--- config.mk ---
export PLATFORM = sky130hd
export DESIGN_NAME = mux_scan_sequencer_flat
export DESIGN_NICKNAME = d
export VERILOG_FILES = /design/src/rtl/mux_scan_sequencer_if.sv /design/src/rtl/mux_scan_sequencer.sv /design/src/flat_wrapper.sv
export SDC_FILE = /design/constraint.sdc
export NUM_CORES = 1
export LEC_CHECK = 0
export ABC_AREA = 1
export BUFFER_PORTS_ARGS = -buffer_cell sky130_fd_sc_hd__buf_2
export CORE_MARGIN = 2
export CORE_UTILIZATION = 60
export DETAILED_ROUTE_END_ITERATION = 8
export HOLD_SLACK_MARGIN = 0.08
export PLACE_DENSITY_LB_ADDON = 0.12
export SKIP_LAST_GASP = 1
export SYNTH_ARGS = -nofsm -noshare
export SYNTH_HDL_FRONTEND = slang
export SYNTH_SLANG_ARGS = --single-unit
--- constraint.sdc ---
create_clock -name clk -period 2.75 [get_ports clk]
set_input_delay 0.1375 -clock clk [delete_from_list [all_inputs] [get_ports clk]]
set_output_delay 0.1375 -clock clk [all_outputs]
set_load 0.03 [all_outputs]
--- src/rtl/mux_scan_sequencer_if.sv ---
// Handshake and select bundle between mux_scan_sequencer and its environment.
// The slave modport is the sequencer; the master modport is the driving side.
interface mux_scan_sequencer_if;
  logic       start;
  logic       stop;
  logic [3:0] ch_mask;
  logic       mux_out;
  logic       s1;
  logic       s2;
  logic [3:0] samples;
  logic       frame_valid;
  logic       frame_ready;
  logic       busy;

  modport master (
    output start, stop, ch_mask, mux_out, frame_ready,
    input  s1, s2, samples, frame_valid, busy
  );

  modport slave (
    input  start, stop, ch_mask, mux_out, frame_ready,
    output s1, s2, samples, frame_valid, busy
  );
endinterface

--- src/rtl/mux_scan_sequencer.sv ---
// Walks the 4:1 mux selects over enabled channels, dwells, samples and emits a frame.
// Define MUX_SCAN_CONTINUOUS_EN to rescan back-to-back after each accepted frame.
module mux_scan_sequencer #(
  parameter int unsigned DWELL = 4,
  parameter int unsigned CNT_W = 8
) (
  input logic                 clk,
  input logic                 rst,
  mux_scan_sequencer_if.slave bus
);

  typedef enum logic [1:0] {StIdle, StSettle, StSample, StDone} state_e;

  state_e           state;
  logic [CNT_W-1:0] cnt;
  logic [3:0]       mask;
  logic [1:0]       sel;
  logic [3:0]       samples;
  logic             frame_valid;
  logic             busy;
  logic [2:0]       first_new;
  logic [2:0]       next_en;

  // Returns {found, index} of the lowest set bit of m at or above position from.
  function automatic logic [2:0] first_from(input logic [3:0] m, input int from);
    logic [2:0] r;
    r = 3'b000;
    for (int i = 3; i >= 0; i--) begin
      if (m[i] && (i >= from)) r = {1'b1, 2'(i)};
    end
    return r;
  endfunction

  assign first_new = first_from(bus.ch_mask, 0);
  assign next_en   = first_from(mask, int'(sel) + 1);

  assign bus.s1          = sel[1];
  assign bus.s2          = sel[0];
  assign bus.samples     = samples;
  assign bus.frame_valid = frame_valid;
  assign bus.busy        = busy;

  always_ff @(posedge clk or posedge rst) begin
    if (rst) begin
      state       <= StIdle;
      cnt         <= '0;
      mask        <= '0;
      sel         <= '0;
      samples     <= '0;
      frame_valid <= 1'b0;
      busy        <= 1'b0;
    end else begin
      unique case (state)
        StIdle: begin
          if (bus.start && !bus.stop && first_new[2]) begin
            mask    <= bus.ch_mask;
            samples <= '0;
            sel     <= first_new[1:0];
            cnt     <= '0;
            busy    <= 1'b1;
            state   <= StSettle;
          end
        end
        StSettle: begin
          if (bus.stop) begin
            samples <= '0;
            sel     <= '0;
            cnt     <= '0;
            busy    <= 1'b0;
            state   <= StIdle;
          end else begin
            cnt <= cnt + CNT_W'(1);
            if (cnt == CNT_W'(DWELL - 1)) state <= StSample;
          end
        end
        StSample: begin
          if (bus.stop) begin
            samples <= '0;
            sel     <= '0;
            cnt     <= '0;
            busy    <= 1'b0;
            state   <= StIdle;
          end else begin
            samples[sel] <= bus.mux_out;
            if (next_en[2]) begin
              sel   <= next_en[1:0];
              cnt   <= '0;
              state <= StSettle;
            end else begin
              frame_valid <= 1'b1;
              state       <= StDone;
            end
          end
        end
        StDone: begin
          // Frame and selects stay frozen until the consumer takes it; stop is ignored here.
          if (bus.frame_ready) begin
            frame_valid <= 1'b0;
`ifdef MUX_SCAN_CONTINUOUS_EN
            mask <= bus.ch_mask;
            if (!bus.stop && first_new[2]) begin
              samples <= '0;
              sel     <= first_new[1:0];
              cnt     <= '0;
              state   <= StSettle;
            end else begin
              sel   <= '0;
              cnt   <= '0;
              busy  <= 1'b0;
              state <= StIdle;
            end
`else
            sel   <= '0;
            cnt   <= '0;
            busy  <= 1'b0;
            state <= StIdle;
`endif
          end
        end
        default: state <= StIdle;
      endcase
    end
  end

endmodule

--- src/flat_wrapper.sv ---
// flat-port wrapper written by rule: the top's interface ports become plain ports
module mux_scan_sequencer_flat 
#(
  parameter int unsigned DWELL = 4,
  parameter int unsigned CNT_W = 8
)
  (clk, rst, bus_start, bus_stop, bus_ch_mask, bus_mux_out, bus_frame_ready, bus_s1, bus_s2, bus_samples, bus_frame_valid, bus_busy);
  mux_scan_sequencer_if bus_i ();
  input logic clk;
  input logic rst;
  input wire logic [$bits(bus_i.start)-1:0] bus_start;
  input wire logic [$bits(bus_i.stop)-1:0] bus_stop;
  input wire logic [$bits(bus_i.ch_mask)-1:0] bus_ch_mask;
  input wire logic [$bits(bus_i.mux_out)-1:0] bus_mux_out;
  input wire logic [$bits(bus_i.frame_ready)-1:0] bus_frame_ready;
  output wire logic [$bits(bus_i.s1)-1:0] bus_s1;
  output wire logic [$bits(bus_i.s2)-1:0] bus_s2;
  output wire logic [$bits(bus_i.samples)-1:0] bus_samples;
  output wire logic [$bits(bus_i.frame_valid)-1:0] bus_frame_valid;
  output wire logic [$bits(bus_i.busy)-1:0] bus_busy;
  assign bus_i.start = bus_start;
  assign bus_i.stop = bus_stop;
  assign bus_i.ch_mask = bus_ch_mask;
  assign bus_i.mux_out = bus_mux_out;
  assign bus_i.frame_ready = bus_frame_ready;
  assign bus_s1 = bus_i.s1;
  assign bus_s2 = bus_i.s2;
  assign bus_samples = bus_i.samples;
  assign bus_frame_valid = bus_i.frame_valid;
  assign bus_busy = bus_i.busy;
  mux_scan_sequencer #(.DWELL(DWELL), .CNT_W(CNT_W)) u_core (.clk(clk), .rst(rst), .bus(bus_i));
endmodule
=== Yosys cells after proc, flatten, opt, wreduce, memory -nomap -nowiden ===
Index checks and enable logic that the tools add are counted.

* Shift operators: 0
* Add/sub/neg operators: 2
* Bitwise logic cells: 0
* Order comparisons: 6
* Multipliers: 0
* Mux-type cells: 40
* Equality and inequality tests: 12
* Reduce and logical (&&, ||, !) cells: 19
* Div/mod/pow operators: 0

{| class="wikitable"
|+ Operator list
! kind !! count
|-
| $ge 3x32->1 const A || 2
|-
| $mux 8 || 5
|-
| $ge 1x32->1 const A || 1
|-
| $ge 2x32->1 const A || 1
|-
| $pmux 8 s4 || 1
|-
| $mux 3 || 8
|-
| $mux 2 || 10
|-
| $pmux 2 s4 || 2
|-
| $mux 4 || 3
|-
| $pmux 4 s3 || 1
|-
| $reduce_and 3->1 || 4
|-
| $add 8x1->8 const B || 1
|-
| $eq 8x2->1 const B || 1
|-
| $ne 2x2->1 const B || 4
|-
| $reduce_and 4->1 || 2
|-
| $logic_and 1x1->1 || 7
|-
| $mux 1 || 6
|-
| $ne 3x2->1 const B || 2
|-
| $bwmux 4 || 1
|-
| $eq 2x2->1 const B || 2
|-
| $ne 2x1->1 const B || 2
|-
| $add 2x1->3 const B || 1
|-
| $lt 2x3->1 const B || 1
|-
| $pmux 1 s3 || 1
|-
| other kinds (10) || 10
|}

* Latch bits: 0
* Output and inout bits: 8
* RAM bits: 0
* Memories: 0
* Memory bits (read-only): 0
* Logic and storage cells: 86
* Input bits: 10
* Register bits after elaboration: 22

=== Longest topological paths before layout ===
Gate-level depths: netlist of run 1.

* Word-level depth: 10
* Mapped depth: 10
* Mapped depth without buffers: 10

=== Worst setup path before layout of run 1 ===
No wires, ideal clock.

* Path type: reg-to-reg
* From: register u_core.sel[1]
* To: register u_core.cnt[5]
* Slack: 1.323 ns
* Path buffers: 1
* Required time: 2.630 ns
* Clock period less this slack: 1.427 ns
* Stages on the path, launching flop included: 8
* Library setup time: 0.120 ns
* Arrival time: 1.308 ns
* Cells stage by stage: dfrtp_1 nor2_2 nand2_2 nand4_4 nand3_4 buf_12 nand2_2 o21ai_2

* Cells in the longest elaborated chain, start to end: 9
* Elaborated cells on any way between the ends: 15
* Classes of those cells: add/sub (1); order compare (4); eq/ne (1); mux (4); reduce/logical (5)

{| class="wikitable"
|+ RTL lines
! element !! RTL line !! text
|-
| from (decl) || mux_scan_sequencer.sv:17 || <nowiki>logic [1:0] sel;</nowiki>
|-
| from (signal assigned) || mux_scan_sequencer.sv:58 || <nowiki>sel <= first_new[1:0];</nowiki>
|-
| from (signal assigned) || mux_scan_sequencer.sv:86 || <nowiki>sel <= next_en[1:0];</nowiki>
|-
| $add 2x1->3 * || mux_scan_sequencer.sv:35 || <nowiki>assign next_en = first_from(mask, int'(sel) + 1);</nowiki>
|-
| $ge 3x32->1 || mux_scan_sequencer.sv:29 || <nowiki>if (m[i] && (i >= from)) r = {1'b1, 2'(i)};</nowiki>
|-
| $logic_and 1x1->1 || mux_scan_sequencer.sv:29 ||
|-
| $mux 3 (3 in a row) || mux_scan_sequencer.sv:29 ||
|-
| $mux 3 * || mux_scan_sequencer.sv:29 ||
|-
| $ne 3x2->1 (no line) * || -- ||
|-
| $reduce_and 3->1 (no line) * || -- ||
|-
| to (signal assigned) || mux_scan_sequencer.sv:72 || <nowiki>cnt <= cnt + CNT_W'(1);</nowiki>
|-
| to (decl) || mux_scan_sequencer.sv:15 || <nowiki>logic [CNT_W-1:0] cnt;</nowiki>
|}

Every way passes the cells marked *; elsewhere a longest branch is shown, timed or not.
A chain may end at the register's enable or synchronous reset.

=== Worst setup path in the final report of run 1 ===
* From: register u_core.state[1]
* To: register u_core.samples[0] (netlist: u_core.bus.samples[0])

* Cells in the longest elaborated chain, start to end: 3
* Elaborated cells on any way between the ends: 8
* Classes of those cells: eq/ne (4); mux (1); reduce/logical (3)

{| class="wikitable"
|+ RTL lines
! element !! RTL line !! text
|-
| from (decl) || mux_scan_sequencer.sv:14 || <nowiki>state_e state;</nowiki>
|-
| from (signal assigned) || mux_scan_sequencer.sv:45 || <nowiki>state <= StIdle;</nowiki>
|-
| from (signal assigned) || mux_scan_sequencer.sv:61 || <nowiki>state <= StSettle;</nowiki>
|-
| from (signal assigned) || mux_scan_sequencer.sv:70 || <nowiki>state <= StIdle;</nowiki>
|-
| $eq 2x1->1 (tied with other cells) || mux_scan_sequencer.sv:53 || <nowiki>unique case (state)</nowiki>
|-
| $ne 2x2->1 (no line) (tied with other cells) || -- ||
|-
| $reduce_and 3->1 (no line) || -- ||
|-
| to (signal, indexed assignment) || mux_scan_sequencer.sv:84 || <nowiki>samples[sel] <= bus.mux_out;</nowiki>
|-
| to (decl) || mux_scan_sequencer.sv:18 || <nowiki>logic [3:0] samples;</nowiki>
|}

Several ways; a longest one is shown, not always the timed one.

==> flow_summary.rst, run 1 <==
.. list-table::
   :header-rows: 1

   * - Metric
     - Value
   * - Area grow syn2layout
     - 10.2%
   * - Total global-route track usage
     - 23.6%
   * - Buffers & Inverters on Critical Path
     - 2
   * - Count of placed standard cells in the final layout, fillers left out
     - 254
   * - Antenna fix cells
     - 0
   * - Run status
     - finished clean
   * - Top Ports
     - 18
   * - Dominant cells by area after synthesis
     - sky130_fd_sc_hd__dfrtp_1 (36%), sky130_fd_sc_hd__nand2_1 (15%), sky130_fd_sc_hd__inv_1 (7.8%)
   * - Global-route wire length before repair
     - just under 5000 um
   * - Initial DRC count
     - 30
   * - Die outline area
     - 2820 um^2
   * - Cell area after synthesis
     - 1450 um^2
   * - Clk root buf
     - sky130_fd_sc_hd__clkbuf_4
   * - Number of max-slew violations in the final report
     - 0
   * - Share of flip-flops with an asynchronous set or reset
     - 100%
   * - Average routed wire per standard cell
     - about 11 um
   * - Final Wtd Congestion
     - 0.868
   * - Net Switching
     - between 0.6 and 0.7 mW
   * - Most common cell in the netlist
     - sky130_fd_sc_hd__nand2_1
   * - Launch point of the worst hold path
     - bus_frame_ready
   * - Rel. slew slack
     - approximately 47%
   * - Combinational share of power
     - roughly 53%
   * - Peak fanout along the critical path
     - 6
   * - Data arrival, critical path
     - 1.85 ns
   * - FF-to-FF path depth
     - 8
   * - # Max-Cap Violations
     - 0
   * - Fraction of the cycle the final worst path needs
     - approximately 59%
   * - Worst hold path endpoint
     - u_core.bus.frame_valid
   * - 1st-pass router iterations
     - 4
   * - RSZ-0062 raised after global routing
     - false
   * - Per-instance average area after synthesis
     - 7.10 um^2
   * - Most common library cells after synthesis
     - sky130_fd_sc_hd__nand2_1 (57), sky130_fd_sc_hd__inv_1 (30), sky130_fd_sc_hd__nor2_1 (30)
   * - Terminus of the critical flop-to-flop path
     - u_core.bus.samples[0]
   * - Pin count of the biggest net entering global routing
     - 22
   * - Half-perimeter wire length after placement
     - 2300 um
   * - ANT nets after route
     - 0
   * - Most frequently used flop master after synthesis
     - sky130_fd_sc_hd__dfrtp_1
   * - Clock Tree Buf Depth
     - 2
   * - Final global-route overflow total
     - 0
   * - CTS tree
     - yes
   * - Pint
     - 0.658 mW
   * - Setup slack of the worst register-to-register path
     - 1.13 ns
   * - Critical path start-end classification
     - reg -> reg
   * - Type of element capturing the critical path
     - register
   * - Peak clock frequency supported by timing
     - between 0.6 and 0.7 GHz
   * - Class of the tightest hold or removal check
     - in -> reg
   * - Number of warnings reported in the yosys synthesis log
     - 0
   * - Largest clock skew in the final design
     - 0.0168 ns
   * - Cell count of the worst hold path
     - 4
   * - Placed cells
     - 248
   * - Die boundary width
     - 53.1 um
   * - Mapped Cells
     - between 200 and 250
   * - Number of buffers added on ports
     - 17
   * - Post-route setup TNS
     - 0 ns
   * - Initial core utilization
     - between 60% and 70%
   * - Synthesized netlist net count
     - 219
   * - Count of flip-flops with a built-in enable after synthesis
     - 0
   * - Placed instance area
     - 1550 um^2
   * - Count of different cell masters after synthesis
     - 21
   * - Total of flip-flops plus latches after synthesis
     - 21
   * - Fraction of layout cells with a size suffix above 1
     - between 20% and 30%
   * - Finished Core Util
     - 70.8%
   * - CP Launch Type
     - register
   * - Detailed-route via count
     - approximately 1300
   * - Area share of the largest cell type after synthesis
     - 36.3%
   * - Switching fraction of total power
     - 50.5%
   * - Least-Margin Pin Slew
     - just under 0.8 ns
   * - Core area
     - 2250 um^2
   * - Total number of placement rows
     - 17
   * - Final setup violation count
     - 0
   * - Library cell contributing the largest single delay on the critical path
     - sky130_fd_sc_hd__dfrtp_1
   * - Clk slew on worst S/H paths
     - 0.14 ns
   * - Family of cells with the greatest summed delay on the critical path
     - simple AND/OR/NAND/NOR gates
   * - Summed area of non-filler cells in the final layout
     - 1600 um^2
   * - Post-place setup slack
     - approximately 1.2 ns
   * - # H-tree levels
     - 1
   * - Leak
     - 0.858 nW
   * - Post-layout net count
     - around 240
   * - Delay contributed by the slowest stage of the critical path
     - approximately 0.43 ns
   * - Worst supply voltage drop on vdd
     - 0.643 mV
   * - Share of synthesized area occupied by flip-flops and latches
     - a little over a third
   * - Cell taking the most area after synthesis
     - sky130_fd_sc_hd__dfrtp_1
   * - Chain of cells forming the critical path
     - inv_1 -> ha_1 -> inv_1 -> nor2_2 -> nor2_2 -> nand2_1 -> nor2_1 -> a21oi_1
   * - Final count of hold timing violations
     - 0
   * - Vias in the first global route
     - 1175
   * - Initial antenna violation count
     - 0
   * - Part of the total power dissipated in the clock network
     - about an eighth
   * - Die Ht
     - 53.1 um
   * - Portion of total power attributed to sequential cells
     - 35.2%
   * - Data required time of the critical path
     - 2.99 ns
   * - Min cycle time layout
     - 1.62 ns
   * - Startpoint of the lowest-slack register-to-register path
     - u_core.state[1]
   * - Worst-Skew Late Latency
     - 0.31 ns
   * - Routed WL
     - 2880 um
   * - Remaining design rule violation count
     - 0
   * - Power density over the cells
     - 832 nW/um^2
   * - CTS Buf Count
     - 3
   * - Ratio of routed vias to standard cells
     - approximately 5
   * - Slack of the critical path
     - 1.13 ns
   * - CTS Sinks
     - 21
==> per-stage QoR <==
stage               total power, mW  hold slack (ns)
floorplan                      1.05            0.114
detailed placement             1.17            0.320
global placement               1.14            0.323
CTS                            1.33            0.123
global route                   1.45            0.143
finish                         1.33            0.123
==> worst max path at each step <==
stage / depth (start not counted) / start / to / slack, ns
final: 8 / u_core.state[1] / u_core.bus.samples[0] / 1.13
after global routing: 8 / u_core.state[1] / u_core.bus.samples[0] / 0.91
after CTS: 9 / u_core.state[0] / u_core.cnt[7] / 1.17
after detailed placement: 9 / u_core.state[0] / u_core.cnt[7] / 1.19
after global placement: 9 / u_core.state[0] / u_core.cnt[7] / 1.24
after floorplan: 7 / u_core.sel[1] / u_core.cnt[5] / 1.32
==> cell usage in the layout, fill, tap and decap left out, drive strengths merged <==
cell type	Yosys	layout
buf	1	17
dlygate4sd3	0	2
o21a	2	2
dfrtp	21	21
inv	32	32
nand3	13	13
clkbuf	0	3
or2	1	1
nand2	67	67
o21ai	15	15
nor2	34	34
o21bai	1	1
clkinv	0	1
a21oi	4	4
nand4	8	8
ha	5	5
==> power by group through the flow <==
stage / logic [mW] / clock network [mW] / registers, mW
after global routing: 0.790 / 0.177 / 0.481
after detailed placement: 0.701 / 0 / 0.474
final: 0.703 / 0.158 / 0.468
after CTS: 0.706 / 0.155 / 0.467
after global placement: 0.677 / 0 / 0.467
after floorplan: 0.520 / 0 / 0.529
==> routing by layer <==
layer  share of wire, %  track usage (%)
met1                 45             28.8
met2                 50             43.5
met3                3.5             2.54
met4                1.0             6.41
met5                  0                0
==> cell families (layout without fill, tap and decap cells) <==
family                   count (synthesis)  after routing  synth area share, %
flip-flops                              21             21                 36.3
buffers and inverters                   33             55                 9.67
AO/OA/AOI/OAI                           22             22                 9.93
adder cells (fa/ha/maj)                  5              5                 4.32
AND/OR/NAND/NOR                        123            123                 39.8
==> timing repair <==
action                    in CTS  in global routing
buffers inserted               0                  0
hold buffers                   2                  0
hold endpoints to repair      22                  0
gates resized for setup        0                  0
==> worst reg2reg max path, cell delays in order (launching register included) <==
cell and delay [ns]:
sky130_fd_sc_hd__dfrtp_1 0.43, sky130_fd_sc_hd__inv_1 0.09, sky130_fd_sc_hd__ha_1 0.26, sky130_fd_sc_hd__inv_1 0.10, sky130_fd_sc_hd__nor2_2 0.21, sky130_fd_sc_hd__nor2_2 0.10
sky130_fd_sc_hd__nand2_1 0.13, sky130_fd_sc_hd__nor2_1 0.05, sky130_fd_sc_hd__a21oi_1 0.17
==> sequential cells by signal, summed over array words and instances (netlist names) <==
name and count:
u_core.bus.busy 1, u_core.bus.frame_valid 1, u_core.bus.samples 4, u_core.cnt 8, u_core.mask 3, u_core.sel 2, u_core.state 2
==> cell type report <==
| cell class | instances | area, um^2 |
|---|---|---|
| Timing Repair Buffer | 19 | 105 |
| Clock buffer | 3 | 22.5 |
| Clock inverter | 1 | 5.00 |
| Multi-Input combinational cell | 150 | 783 |
| Sequential cell | 21 | 526 |
| Fill cell | 206 | 658 |
| Tap cell | 28 | 35.0 |
| Inverter | 32 | 120 |
Note: power is estimated with default switching activity, not from simulation.
==> run 2: changes to the inputs <==
- CORE_UTILIZATION: 60 -> 51
- clock period: 2.75 -> 1.4 ns (I/O delays scaled with it)
==> run 2 against run 1 <==
Compared with the run above:
- setup slack got worse by 1.2 ns
- highest routed layer unchanged
- cell area rose by 19%
- the flow now finishes with violations (negative setup slack)
- non-clock buffer count rose by 26
- sequential cell count did not move
- clock power rose by 87%
==> flow_summary.rst, run 2 (same netlist as run 1, synthesis figures left out) <==
.. list-table::
   :header-rows: 1

   * - Metric
     - Value
   * - Final Wtd Congestion
     - between 0.8 and 0.9
   * - Largest registers
     - u_core.cnt x8, u_core.bus.samples x4, u_core.mask x3
   * - CTS tree
     - yes
   * - Clk slew on worst S/H paths
     - between 0.1 and 0.15 ns
   * - Delay contributed by the slowest stage of the critical path
     - 0.44 ns
   * - Fraction of layout cells with a size suffix above 1
     - 36.4%
   * - Worst hold path endpoint
     - u_core.mask[1]
   * - Initial core utilization
     - 53.0%
   * - Clk root buf
     - sky130_fd_sc_hd__clkbuf_4
   * - Peak clock frequency supported by timing
     - 0.695 GHz
   * - Worst hold-check slack
     - ~0.096 ns
   * - Power density over the cells
     - 1740 nW/um^2
   * - # Max-Cap Violations
     - 0
   * - Fraction of the cycle the final worst path needs
     - 103%
   * - Chain of cells forming the critical path
     - inv_2 -> ha_4 -> inv_2 -> nor2_4 -> nand4_4 -> nand3_4 -> buf_12 -> nand2_2 -> o21ai_2
   * - CP Launch Type
     - register
   * - # H-tree levels
     - 1
   * - Post-layout net count
     - 269
   * - Total number of placement rows
     - 19
   * - Type of element capturing the critical path
     - register
   * - Run status
     - finished with violations
   * - Remaining design rule violation count
     - 0
   * - Worst-Skew Late Latency
     - 0.30 ns
   * - Initial antenna violation count
     - 0
   * - CTS Buf Count
     - 3
   * - Register bank with the most flops
     - u_core.cnt
   * - Slack of the critical path
     - -0.0390 ns
   * - Final count of hold timing violations
     - 0
   * - CTS Sinks
     - 21
   * - Commonest cells after routing, fill and taps aside
     - sky130_fd_sc_hd__nand2_1 (54), sky130_fd_sc_hd__inv_1 (24), sky130_fd_sc_hd__nor2_1 (23)
   * - Placed instance area
     - 1740 um^2
   * - Pin count of the biggest net entering global routing
     - 22
   * - Violated checks
     - negative setup slack
   * - Startpoint of the lowest-slack register-to-register path
     - u_core.state[0]
   * - Finished Core Util
     - 69.5%
   * - 1st-pass router iterations
     - 4
   * - Post-route setup TNS
     - -0.123 ns
   * - Largest clock skew in the final design
     - 0.00436 ns
   * - Cell count of the worst hold path
     - 4
   * - Family of cells with the greatest summed delay on the critical path
     - simple AND/OR/NAND/NOR gates
   * - Antenna fix cells
     - 0
   * - Ratio of routed vias to standard cells
     - approximately 5.1
   * - Number of buffers added on ports
     - 17
   * - Min cycle time layout
     - 1.44 ns
   * - RSZ-0062 raised after global routing
     - true
   * - ANT nets after route
     - 0
   * - Detailed-route via count
     - roughly 1500
   * - Commonest non-fill, non-tap cell in the layout
     - sky130_fd_sc_hd__nand2_1
   * - Top Ports
     - 18
   * - Number of max-slew violations in the final report
     - 0
   * - Half-perimeter wire length after placement
     - 2660 um
   * - Die outline area
     - around 3300 um^2
   * - Global-route wire length before repair
     - 6050 um
   * - Critical path start-end classification
     - reg -> reg
   * - Vias in the first global route
     - 1454
   * - Buffers & Inverters on Critical Path
     - 3
   * - Routed WL
     - 3500 um
   * - Rel. slew slack
     - 80.8%
   * - Clock Tree Buf Depth
     - 2
   * - Least-Margin Pin Slew
     - about 0.29 ns
   * - Data required time of the critical path
     - 1.63 ns
   * - Total power
     - between 3 and 4 mW
   * - Setup slack of the worst register-to-register path
     - -0.04 ns
   * - Area grow syn2layout
     - 31.2%
   * - Initial DRC count
     - 34
   * - Core area
     - about 2700 um^2
   * - FF-to-FF path depth
     - 9
   * - Total global-route track usage
     - 23.1%
   * - Launch point of the worst hold path
     - bus_ch_mask[1]
   * - Data arrival, critical path
     - 1.67 ns
   * - Final global-route overflow total
     - 0
   * - Most Frequent Cell on Critical Path
     - sky130_fd_sc_hd__inv_2
   * - Class of the tightest hold or removal check
     - in -> reg
   * - Worst supply voltage drop on vdd
     - 1.36 mV
   * - Summed area of non-filler cells in the final layout
     - 1900 um^2
   * - Die Ht
     - 57.3 um
   * - Final setup violation count
     - 10
   * - Leak
     - ~1.0 nW
   * - Library cell contributing the largest single delay on the critical path
     - sky130_fd_sc_hd__dfrtp_1
   * - Count of fill cells added during filler insertion
     - roughly 230
   * - Peak fanout along the critical path
     - 6
   * - Terminus of the critical flop-to-flop path
     - u_core.cnt[4]
   * - Largest register FFs
     - 8
   * - Die boundary width
     - 57.3 um
   * - Average routed wire per standard cell
     - about 12 um
[run 2: cell types whose count changed in the layout (fill, tap and decap cells not counted), moves of 4 or more]
| cell | delta |
|---|---|
| sky130_fd_sc_hd__buf_4 | +22 |
| sky130_fd_sc_hd__nor2_1 | -7 |
| sky130_fd_sc_hd__inv_1 | -6 |
| sky130_fd_sc_hd__inv_2 | +6 |
| sky130_fd_sc_hd__nor2_2 | +5 |
| sky130_fd_sc_hd__nand2_4 | +4 |
[run 2: routing by layer]
| metal | up-vias | global-route usage (%) | share of wire (%) |
|---|---|---|---|
| met3 | 8 | 2.95 | 2.9 |
| met5 | - | 0 | 0 |
| met4 | 0 | 6.98 | 2.1 |
| met1 | 682 | 26.9 | 43 |
| met2 | 26 | 43.8 | 52 |
| li1 | 736 | - | - |
[run 2: through the flow]
step	cells	setup WS, ns
2_1_floorplan	204	0.00281
3_3_place_gp	274	-0.0487
3_5_place_dp	274	-0.0888
4_1_cts	283	-0.0511
5_1_grt	284	-0.119
6_report	284	-0.0390
[run 2: area by class of cell]
cell class                 instances  area [um^2]  area share [%]
multi-input combinational        151          866            45.6
sequential                        21          528            27.8
timing repair buffer              45          322            16.9
inverter                          32          120            6.32
tap                               31         38.8            2.04
clock buffer                       4         26.3            1.38
[run 2: worst min-delay path, cell delays in order]
cell                      delay [ns]
sky130_fd_sc_hd__buf_2          0.09
sky130_fd_sc_hd__inv_1          0.04
sky130_fd_sc_hd__nand2_1        0.06
sky130_fd_sc_hd__o21a_1         0.11
[run 2: what timing repair did]
item / CTS / global route
pin swaps: 4 / 1
setup endpoints to repair: 19 / 21
setup buffers: 0 / 1
hold buffers: 4 / 0
endpoints found under the hold margin: 24 / 0
cloned: 1 / 0
gates resized for setup: 18 / 13
[run 2: worst max path at each step]
stage / end / start / depth (start not counted)
finish: u_core.cnt[4] / u_core.state[0] / 9
global route: u_core.bus.frame_valid / u_core.state[0] / 9
CTS: u_core.cnt[4] / u_core.state[0] / 9
detailed placement: u_core.cnt[4] / u_core.state[0] / 9
global placement: u_core.cnt[3] / u_core.state[0] / 9
floorplan: u_core.cnt[5] / u_core.sel[0] / 7
[run 2: power breakdown]
group          switching [mW]  leakage [nW]  internal [mW]
Combinational            1.17         0.722          0.919
Sequential              0.162         0.275          0.764
Clock                   0.184        0.0150          0.111
